--- src/rtl/wishbone_reg_subordinate.sv ---
// Wishbone classic-cycle register bank: NUM_REGS r/w words plus one read-only status word.
// Define WB_SUB_ERR_EN to terminate misses and status writes with ERR_O instead of ACK_O.
module wishbone_reg_subordinate #(
    parameter logic [31:0] BASE_ADDR   = 32'h3000_0000,
    parameter int          NUM_REGS    = 8,
    parameter int          WAIT_CYCLES = 2
) (
    input  logic                     CLK,
    input  logic                     nRST,
    input  logic [31:0]              ADR_I,
    input  logic [31:0]              DAT_I,
    input  logic [3:0]               SEL_I,
    input  logic                     WE_I,
    input  logic                     STB_I,
    input  logic                     CYC_I,
    input  logic [31:0]              STATUS_I,
    output logic [31:0]              DAT_O,
    output logic                     ACK_O,
`ifdef WB_SUB_ERR_EN
    output logic                     ERR_O,
`endif
    output logic [32*NUM_REGS-1:0]   REGS_O
);

    typedef enum logic [1:0] {
        S_IDLE,
        S_WAIT,
        S_RESP
    } state_t;

    localparam logic [31:0] LP_SPAN = 32'(4 * NUM_REGS);
    localparam logic [31:0] LP_STAT = BASE_ADDR + LP_SPAN;

    state_t      r_state;
    state_t      w_next;
    logic [31:0] r_adr;
    logic [31:0] r_dat;
    logic [3:0]  r_sel;
    logic        r_we;
    logic [3:0]  r_cnt;
    logic [31:0] r_regs [NUM_REGS];
    logic        r_ack;
    logic [31:0] r_rdat;

    logic        w_req;
    logic        w_enter;
    logic [31:0] w_adr;
    logic [31:0] w_dat;
    logic [3:0]  w_sel;
    logic        w_we;
    logic [31:0] w_off;
    logic        w_hit;
    logic        w_stat;
    logic [31:0] w_rd;

    assign w_req = CYC_I & STB_I;

    // With zero wait states the commit edge is the sample edge, so use the live bus.
    assign w_adr = (r_state == S_IDLE) ? ADR_I : r_adr;
    assign w_dat = (r_state == S_IDLE) ? DAT_I : r_dat;
    assign w_sel = (r_state == S_IDLE) ? SEL_I : r_sel;
    assign w_we  = (r_state == S_IDLE) ? WE_I  : r_we;

    assign w_enter = (r_state == S_IDLE && w_req && WAIT_CYCLES == 0)
                   || (r_state == S_WAIT && CYC_I && r_cnt == 4'd1);

    assign w_off  = w_adr - BASE_ADDR;
    assign w_hit  = (w_off[1:0] == 2'b00) && (w_off < LP_SPAN);
    assign w_stat = (w_adr == LP_STAT);

`ifdef WB_SUB_ERR_EN
    logic w_err;
    logic r_err;
    assign w_err = !w_hit && !(w_stat && !w_we);
    assign ERR_O = r_err;
`endif

    always_comb begin
        w_rd = '0;
        for (int k = 0; k < NUM_REGS; k++) begin
            if (w_hit && w_off[31:2] == 30'(k)) begin
                w_rd = r_regs[k];
            end
        end
        if (w_stat) begin
            w_rd = STATUS_I;
        end
    end

    always_comb begin
        w_next = r_state;
        unique case (r_state)
            S_IDLE: begin
                if (w_req) begin
                    w_next = (WAIT_CYCLES > 0) ? S_WAIT : S_RESP;
                end
            end
            S_WAIT: begin
                if (!CYC_I) begin
                    w_next = S_IDLE;
                end else if (r_cnt == 4'd1) begin
                    w_next = S_RESP;
                end
            end
            S_RESP:  w_next = S_IDLE;
            default: w_next = S_IDLE;
        endcase
    end

    always_ff @(posedge CLK or negedge nRST) begin
        if (!nRST) begin
            r_state <= S_IDLE;
            r_adr   <= '0;
            r_dat   <= '0;
            r_sel   <= '0;
            r_we    <= 1'b0;
            r_cnt   <= '0;
        end else begin
            r_state <= w_next;
            if (r_state == S_IDLE && w_req) begin
                r_adr <= ADR_I;
                r_dat <= DAT_I;
                r_sel <= SEL_I;
                r_we  <= WE_I;
                r_cnt <= 4'(WAIT_CYCLES);
            end else if (r_state == S_WAIT) begin
                r_cnt <= CYC_I ? r_cnt - 4'd1 : 4'd0;
            end
        end
    end

    always_ff @(posedge CLK or negedge nRST) begin
        if (!nRST) begin
            for (int k = 0; k < NUM_REGS; k++) begin
                r_regs[k] <= '0;
            end
        end else if (w_enter && w_we && w_hit) begin
            for (int k = 0; k < NUM_REGS; k++) begin
                if (w_off[31:2] == 30'(k)) begin
                    for (int n = 0; n < 4; n++) begin
                        if (w_sel[n]) begin
                            r_regs[k][8*n +: 8] <= w_dat[8*n +: 8];
                        end
                    end
                end
            end
        end
    end

    // Response flops are high only during the single RESP cycle.
    always_ff @(posedge CLK or negedge nRST) begin
        if (!nRST) begin
            r_ack  <= 1'b0;
            r_rdat <= '0;
`ifdef WB_SUB_ERR_EN
            r_err  <= 1'b0;
`endif
        end else begin
            r_ack  <= 1'b0;
            r_rdat <= '0;
`ifdef WB_SUB_ERR_EN
            r_err  <= 1'b0;
            if (w_enter) begin
                if (w_err) begin
                    r_err <= 1'b1;
                end else begin
                    r_ack <= 1'b1;
                    if (!w_we) begin
                        r_rdat <= w_rd;
                    end
                end
            end
`else
            if (w_enter) begin
                r_ack <= 1'b1;
                if (!w_we) begin
                    r_rdat <= w_rd;
                end
            end
`endif
        end
    end

    assign ACK_O = r_ack;
    assign DAT_O = r_rdat;

    for (genvar g = 0; g < NUM_REGS; g++) begin : g_regs
        assign REGS_O[32*g +: 32] = r_regs[g];
    end

endmodule
--- config.mk ---
export PLATFORM = sky130hd
export DESIGN_NAME = wishbone_reg_subordinate
export DESIGN_NICKNAME = d
export VERILOG_FILES = /design/src/rtl/wishbone_reg_subordinate.sv
export SDC_FILE = /design/constraint.sdc
export NUM_CORES = 1
export LEC_CHECK = 0
export CORE_MARGIN = 2
export CORE_UTILIZATION = 56
export CTS_BUF_LIST = sky130_fd_sc_hd__clkbuf_8
export DETAILED_ROUTE_END_ITERATION = 8
export PLACE_DENSITY = 0.87
export SLEW_MARGIN = 20
export SYNTH_ARGS = -nofsm -noshare
export SYNTH_HDL_FRONTEND = slang
export SYNTH_SLANG_ARGS = --single-unit
--- constraint.sdc ---
create_clock -name CLK -period 9.2 [get_ports CLK]
set_clock_uncertainty 0.15 [all_clocks]
set_input_delay 1.84 -clock CLK [delete_from_list [all_inputs] [get_ports CLK]]
set_output_delay 1.84 -clock CLK [all_outputs]
set_load 0.02 [all_outputs]
# After elaboration in Yosys (flattened, before gate mapping)
# Index checks and enable logic that the tools add are counted.
# op_classes
n_reduce_logical	51
mux	23
n_eq_ne	12
add_sub_neg	2
n_lt_le_gt_ge	1
bitwise_logic	1
# ops
op	n
$mux 32	13
$eq 30x3->1 const B	4
$reduce_and 3->1	32
$eq 30x2->1 const B	2
$eq 32x30->1 const B	1
$lt 32x6->1 const B	1
$sub 32x30->32 const B	1
$eq 30x1->1 const B	1
$logic_not 30->1	1
$mux 4	4
$logic_and 1x1->1	14
$mux 2	3
$eq 4x1->1 const B	1
$logic_not 2->1	2
$pmux 2 s2	1
$sub 4x1->4 const B	1
$ne 3x2->1 const B	1
$eq 2x1->1 const B	1
$mux 1	2
$ne 2x2->1 const B	1
$reduce_and 2->1	1
$reduce_bool 2->1	1
$and 1x1->1	1
# totals
out_inout_bits	289
inputBits	105
regBits	364

# Logic depth before layout (Yosys ltp)
# Gate-level depths: netlist (run 1).
# depth
depth_word	17
mapped_depth	10

# Worst setup path before layout (run 1)
# OpenSTA, ideal clock, no wires.
# synth_path
path_kind	input-to-reg
startpoint	in ADR_I[14]
endpoint	reg r_regs, in the netlist REGS_O[208]
cell_stages	7
t_arrival_ns	4.096
path_slack_ns	4.829
required_ns	8.925
path_cell_list	nor4_1 > nand3_1 > a22o_4 > nor3_4 > nand3_4 > nor2_8 > mux2_4
# synth_between
elab_chain_cells	6
# synth_rtl
element	line	source
start, declared	10	input logic [31:0] ADR_I,
$mux 32 *	59	assign w_adr = (r_state == S_IDLE) ? ADR_I : r_adr;
$sub 32x30->32 *	67	assign w_off = w_adr - BASE_ADDR;
$lt 32x6->1	68	assign w_hit = (w_off[1:0] == 2'b00) && (w_off < LP_SPAN);
$logic_and 1x1->1	68	
$logic_and 1x1->1	137	end else if (w_enter && w_we && w_hit) begin
$reduce_and 3->1 (no line) *	n/a	
end signal, assigned by index	142	r_regs[k][8*n +: 8] <= w_dat[8*n +: 8];
end, declared	41	logic [31:0] r_regs [NUM_REGS];
# Mark *: on every way between the ends. The rest lies on a longest branch, timed or not.
# A chain may end at the register's enable or synchronous reset.

# Final worst setup path (run 1)
# layout_path
startpoint	in ADR_I[5]
endpoint	reg r_rdat[17] (netlist: DAT_O[17])
# layout_between
elab_chain_cells	16
# layout_rtl
element	line	source
$mux 32 *	59	
$sub 32x30->32	67	
$lt 32x6->1	68	
$logic_and 1x1->1	68	
$logic_and 1x1->1	81	if (w_hit && w_off[31:2] == 30'(k)) begin
$mux 32 (8 in a row)	81	
$mux 32 *	85	if (w_stat) begin
$mux 32 *	176	if (!w_we) begin
$mux 32 *	174	if (w_enter) begin
end signal, assigned	177	r_rdat <= w_rd;
end, declared	43	logic [31:0] r_rdat;
# Marked as above.

==> results.json, run 1 <==
{
  "hold_viol": 0,
  "first_iter_violations": 1667,
  "max_stage_delay_ns": 1.00,
  "vias": 13800,
  "vias_per_cell": 6.51,
  "critPathMaxFanout": 7,
  "dpl.hpwl_um": 39500,
  "peakVddDrop_mv": 0.120,
  "synthFlopType": "dfrtp_1",
  "setup_violations": 0,
  "critPathArrivalTime_ns": 5.29,
  "grt_pass1_vias": 14400,
  "synth_edf_count": 0,
  "start_util": 0.568,
  "yosysWarnings": 0,
  "ys_seq_elements": 364,
  "worstPathCellList": "clkdlybuf4s50_1, or4b_2, o21ai_2, nand2_1, nor3_1, nand2_1, o311ai_0, a211oi_1",
  "fin_crit_sh": 0.542,
  "drt-pass1-iter-count": 7,
  "synthCells": 1264,
  "grt_pass1_wl_um": 87800,
  "grt_overflow_total": 0,
  "holdBufCountCts": 0,
  "crit_type": "input pin to flip-flop",
  "drc_errors": 0,
  "cts.path.max_buffers": 3,
  "numClockSinks": 364,
  "crit_buf_inv": 1,
  "relSlewSlack": 0.145,
  "cts_buffers": 57,
  "cp_common_cell": "nand2_1",
  "antenna_left": 0,
  "clk_pin_slew_worst_paths_ns": 0.06,
  "rsz0062_at_grt": "false",
  "yosysSeqAreaShare": 0.543,
  "worstSkewPairLatency_ns": 0.62,
  "boundaryPins": 394,
  "finalWirelength_um": 58900,
  "post_cts_resized": 0,
  "min_path_type": "flip-flop to flip-flop",
  "slew_viol_final": 0,
  "cp-start-kind": "input pin",
  "drive_above_1_share": 0.288,
  "ys_types": 63,
  "io_buffers": 393,
  "endpoint_kind": "flip-flop",
  "cts_setup_buffers": 0,
  "synthArstFlopShare": 1.00,
  "timing.fmax_mhz": 200,
  "fin_nets": 1782,
  "status": "completed",
  "grt_antenna_before_repair": 4,
  "syn_nets": 1371,
  "worst_pin_slew_ns": 1.27,
  "finalSetupTns_ns": 0,
  "post-route-util": 0.760,
  "synthToLayoutAreaGrowth_pct": 33.8,
  "die_area_um2": 31400,
  "power_density_nw_per_um2": 158,
  "finalWeightedCongestion": 0.926,
  "drv_cap": 0,
  "power.total_mw": 3.55,
  "coreArea_um2": 29600,
  "clockRootBuffer": "clkbuf_8",
  "syn_area_um2": 16800,
  "fp.dieW_um": 177,
  "die_y_um": 177,
  "cts_max_level": 2,
  "cts_tree": "done",
  "p_leak_nw": 10.0,
  "cp_top_family": "simple AND/OR/NAND/NOR gates",
  "grt_max_degree": 153,
  "wl_per_cell_um": 27.9,
  "rows": 63,
  "crit_required_ns": 9.50,
  "final.min_clock_period_ns": 4.99,
  "critPathSlowestCell": "nor3_1",
  "syn_avg_cell_area_um2": 13.3,
  "grt_usage": 0.376
}
path summary, 6_finish.rpt:
check / endpoint / from / cells after the start / slack (ns)
worst max-delay path: DAT_O[17]$_DFF_PN0_ / ADR_I[5] / 8 / 4.21
worst min-delay path: r_dat[28]$_DFFE_PN0P_ / r_dat[28]$_DFFE_PN0P_ / 1 / 0.35
worst max register to register: DAT_O[7]$_DFF_PN0_ / r_state[0]$_DFFE_PN0P_ / 9 / 4.71
worst min register to register: r_dat[28]$_DFFE_PN0P_ / r_dat[28]$_DFFE_PN0P_ / 1 / 0.35
max in group asynchronous: DAT_O[22]$_DFF_PN0_ / nRST / 2 / 6.39
min in group asynchronous: r_dat[24]$_DFFE_PN0P_ / nRST / 1 / 1.17
final cells by class:
cell class / count / area, µm²
flip-flops and latches: 364 / 9110
multi-input cells: 828 / 7450
fillers: 1767 / 7090
repair buffers: 414 / 4110
clock buffers: 79 / 1090
well taps: 390 / 488
clock inverters: 25 / 174
inverters: 10 / 37.5
diodes: 4 / 10.0
stage by stage:
step	hold slack (ns)	cells	instance area (µm²)	setup WS [ns]
global route	0.366	2114	22500	4.12
floorplan	0.330	1264	16800	4.83
CTS	0.360	2110	22500	4.36
finish	0.354	2114	22500	4.21
global placement	0.339	2006	21200	3.84
detailed placement	0.345	2006	21200	3.74
state kept, by name, indices dropped and copies added, names as in the netlist, 2 cells and up:
signal,flops
DAT_O,32
REGS_O,256
r_adr,32
r_cnt,4
r_dat,32
r_sel,4
r_state,2
where the power goes:
part           internal [mW]  switching, mW
registers               1.67         0.0464
clock network          0.821          0.656
logic                  0.139          0.215
cells in the mapped netlist, types with 8 or more instances:
cell type,number,area (µm²)
mux2_1,24,270
nor4_1,11,68.8
mux2_4,17,255
and3_1,8,50.1
a211oi_1,25,188
a22oi_1,52,390
a21oi_1,12,60.1
nand2_1,124,465
clkbuf_1,44,165
o2bb2ai_1,23,201
nand3_4,12,210
nor2_8,11,220
o21ai_0,32,160
dfrtp_1,364,9110
nor2_4,21,236
o22ai_1,22,138
a221o_1,21,210
inv_1,10,37.5
buf_2,9,45.0
nor3_1,10,50.1
a221oi_1,17,149
mux2_2,290,3270
per-layer routing:
layer	up-vias	routed length (µm)	GRT usage
li1	5611	-	-
met4	0	3370	0.208
met1	6868	21300	0.469
met2	1038	28100	0.609
met5	-	0	0
met3	251	6140	0.0848
cells in the final DEF, fill, tap and decap left out, types with 6 or more instances in the layout:
cell,Yosys,final
nor4_1,11,10
clkdlybuf4s50_1,0,392
a221oi_1,17,17
buf_4,0,19
dfrtp_1,364,364
a211oi_1,25,25
a22oi_1,52,52
nor2_1,7,7
mux2_2,290,290
nand3_1,7,7
o22ai_1,22,22
nor2_8,11,11
nor3_1,10,6
clkinv_2,0,9
nand3_4,12,12
o21ai_0,32,32
a221o_1,21,21
nor2_4,21,22
mux2_4,17,17
mux2_1,24,24
o2bb2ai_1,23,23
nand2_1,124,123
clkbuf_8,0,79
o221ai_1,7,7
and3_1,8,7
inv_1,10,21
a21oi_1,12,12
logic make-up (layout without fill, tap and decap cells):
family / after synthesis / count (layout) / share of synthesized area
flops: 364 / 364 / 0.543
mux: 335 / 335 / 0.228
simple gates: 249 / 249 / 0.0996
compound gates: 242 / 242 / 0.110
buf+inv: 72 / 528 / 0.0181
fa+ha+maj: 2 / 2 / 0.00149
other cells: 0 / 4 / 0
(Power assumes the default switching activity.)
==> run 2, diff against run 1 <==
--- a/config.mk
+++ b/config.mk
@@ -6,10 +6,10 @@
 export NUM_CORES = 1
 export LEC_CHECK = 0
 export CORE_MARGIN = 2
-export CORE_UTILIZATION = 56
+export CORE_UTILIZATION = 47
 export CTS_BUF_LIST = sky130_fd_sc_hd__clkbuf_8
 export DETAILED_ROUTE_END_ITERATION = 8
-export PLACE_DENSITY = 0.87
+export PLACE_DENSITY = 0.78
 export SLEW_MARGIN = 20
 export SYNTH_ARGS = -nofsm -noshare
 export SYNTH_HDL_FRONTEND = slang
==> constraint.sdc (replaced) <==
create_clock -name CLK -period 4.1 [get_ports CLK]
set_clock_uncertainty 0.15 [all_clocks]
set_input_delay 0.82 -clock CLK [delete_from_list [all_inputs] [get_ports CLK]]
set_output_delay 0.82 -clock CLK [all_outputs]
set_load 0.02 [all_outputs]
==> run 2 against run 1 <==
Net effect:
- non-clock buffer count is 28 higher
- sequential power is 120% higher
- first-iteration DRC count is 36% lower
- clock power is 120% higher
- critical path depth stayed put
- cell area is 1.7% higher
- global-route usage is 5.8 points lower
- sequential cell count stayed put
- sequential share of layout area is 0.67 points lower
- die area is 19% higher
- clock-buffer cell count is 5 lower
- via count is 1.3% lower
- critical path type is now flip-flop to flip-flop
- highest routed layer unchanged
==> results.json, run 2 (same netlist as run 1, synthesis figures left out) <==
{
  "holdBufCountCts": 0,
  "most-common-layout-cells": "392 x clkdlybuf4s50_1, 364 x dfrtp_1, 290 x mux2_2, 123 x nand2_1, 74 x clkbuf_8",
  "cts.path.max_buffers": 3,
  "final_area_um2": 22800,
  "critPathArrivalTime_ns": 4.08,
  "grt_pass1_wl_um": 87000,
  "status": "completed",
  "antenna_left": 0,
  "power.total_mw": 7.91,
  "worstPathCellList": "nor2_4, buf_4, o31ai_2, and3_1, and3_2, a22o_1, o21ai_0, a221oi_1",
  "cts_max_level": 2,
  "cts_setup_buffers": 0,
  "crit_required_ns": 4.43,
  "numClockSinks": 364,
  "cts_buffers": 58,
  "drc_errors": 0,
  "rsz0062_at_grt": "false",
  "dpl_cell_area_um2": 21600,
  "finalWirelength_um": 59600,
  "coreArea_um2": 35400,
  "boundaryPins": 394,
  "cp-start-kind": "flip-flop",
  "crit_start": "r_state[0]$_DFFE_PN0P_",
  "power_density_nw_per_um2": 346,
  "first_iter_violations": 1069,
  "final.min_clock_period_ns": 3.75,
  "grt_pass1_vias": 13700,
  "fin_crit_sh": 0.914,
  "fp.dieW_um": 193,
  "grt_antenna_before_repair": 3,
  "regToRegEndpoint": "DAT_O[1]$_DFF_PN0_",
  "wl_per_cell_um": 26.9,
  "rows": 69,
  "synthToLayoutAreaGrowth_pct": 36.1,
  "endpoint_kind": "flip-flop",
  "critPathMaxFanout": 18,
  "relSlewSlack": 0.395,
  "cts_tree": "done",
  "fin_nets": 1811,
  "critPathSlowestCell": "dfrtp_1",
  "die_y_um": 193,
  "crit_type": "flip-flop to flip-flop",
  "p_leak_nw": 10.2,
  "worst_pin_slew_ns": 0.905,
  "start_util": 0.474,
  "min_path_type": "input pin to asynchronous set/reset pin",
  "grt_overflow_total": 0,
  "die_area_um2": 37200,
  "drt-pass1-iter-count": 5,
  "layout_setup_ws_ns": 0.352,
  "worstReg2RegStart": "r_state[0]$_DFFE_PN0P_",
  "drive_above_1_share": 0.295,
  "hold-worst-slack_ns": 0.134,
  "clockRootBuffer": "clkbuf_8",
  "drv_cap": 0,
  "slew_viol_final": 0,
  "grt_usage": 0.318,
  "finalWeightedCongestion": 0.880,
  "timing.fmax_mhz": 267,
  "vias": 13600,
  "io_buffers": 393,
  "rr_worst_depth": 8,
  "rrSetupSlack_ns": 0.35,
  "cp_top_family": "compound AO/OA/AOI/OAI gates",
  "dp_slack_ns": -0.0424,
  "dpl.hpwl_um": 41200,
  "crit_buf_inv": 1,
  "peakVddDrop_mv": 0.236,
  "grt_max_degree": 102,
  "worstSkewPairLatency_ns": 0.63,
  "max_stage_delay_ns": 0.73,
  "clk_pin_slew_worst_paths_ns": 0.06,
  "final_common_cell": "clkdlybuf4s50_1",
  "post_cts_resized": 0,
  "vias_per_cell": 6.14,
  "setup_violations": 0,
  "hold_viol": 0,
  "largest_reg_flops": 256
}
==> run 2: cell types whose count changed in the layout (fill, tap and decap cells not counted), sizes merged <==
cell and change:
buf +28, clkbuf -5, clkinv -3, inv +9
==> run 2: how the worst max path moves through the flow <==
stage	to	slack, ns	cells after the start
after global routing	DAT_O[1]$_DFF_PN0_	0.27	8
after global placement	REGS_O[185]$_DFFE_PN0P_	-0.03	8
final	DAT_O[1]$_DFF_PN0_	0.35	8
after detailed placement	REGS_O[184]$_DFFE_PN0P_	-0.04	8
after floorplan	REGS_O[210]$_DFFE_PN0P_	0.75	7
after CTS	DAT_O[1]$_DFF_PN0_	0.49	8
==> run 2: area by class of cell <==
type | instances | area, µm²
clock inverter | 31 | 199
timing repair buffer | 442 | 4430
tap | 461 | 577
multi-input combinational | 828 | 7460
clock buffer | 74 | 1020
sequential | 364 | 9110
fill | 2700 | 12600
inverter | 10 | 37.5
antenna | 4 | 10.0
==> run 2: per-layer routing <==
layer	vias up	track usage	share of wire
li1	5662	-	-
met1	6930	0.414	0.39
met2	831	0.513	0.48
met3	166	0.0706	0.098
met4	0	0.140	0.041
met5	-	0	0
==> run 2: metrics by stage <==
stage	utilization	TNS, ns	std cells
2_1_floorplan	-	0	1264
3_3_place_gp	0.611	-0.230	2105
3_5_place_dp	0.611	-1.06	2105
4_1_cts	0.645	0	2210
5_1_grt	0.645	0	2213
6_report	0.645	0	2214
==> run 2: power breakdown <==
group | switching, mW | total [mW] | leakage [nW] | internal, mW
clock network | 1.47 | 3.22 | 0.705 | 1.75
logic | 0.500 | 0.835 | 4.60 | 0.334
registers | 0.101 | 3.85 | 4.93 | 3.75
total | 2.08 | 7.91 | 10.2 | 5.83
==> run 3, diff against run 2 <==
--- a/config.mk
+++ b/config.mk
@@ -9,6 +9,7 @@
 export CORE_UTILIZATION = 47
 export CTS_BUF_LIST = sky130_fd_sc_hd__clkbuf_8
 export DETAILED_ROUTE_END_ITERATION = 8
+export HOLD_SLACK_MARGIN = 0.02
 export PLACE_DENSITY = 0.78
 export SLEW_MARGIN = 20
 export SYNTH_ARGS = -nofsm -noshare
==> results of run 3 <==
Same layout as run 2: the final DEF is identical, and so are final timing and power.
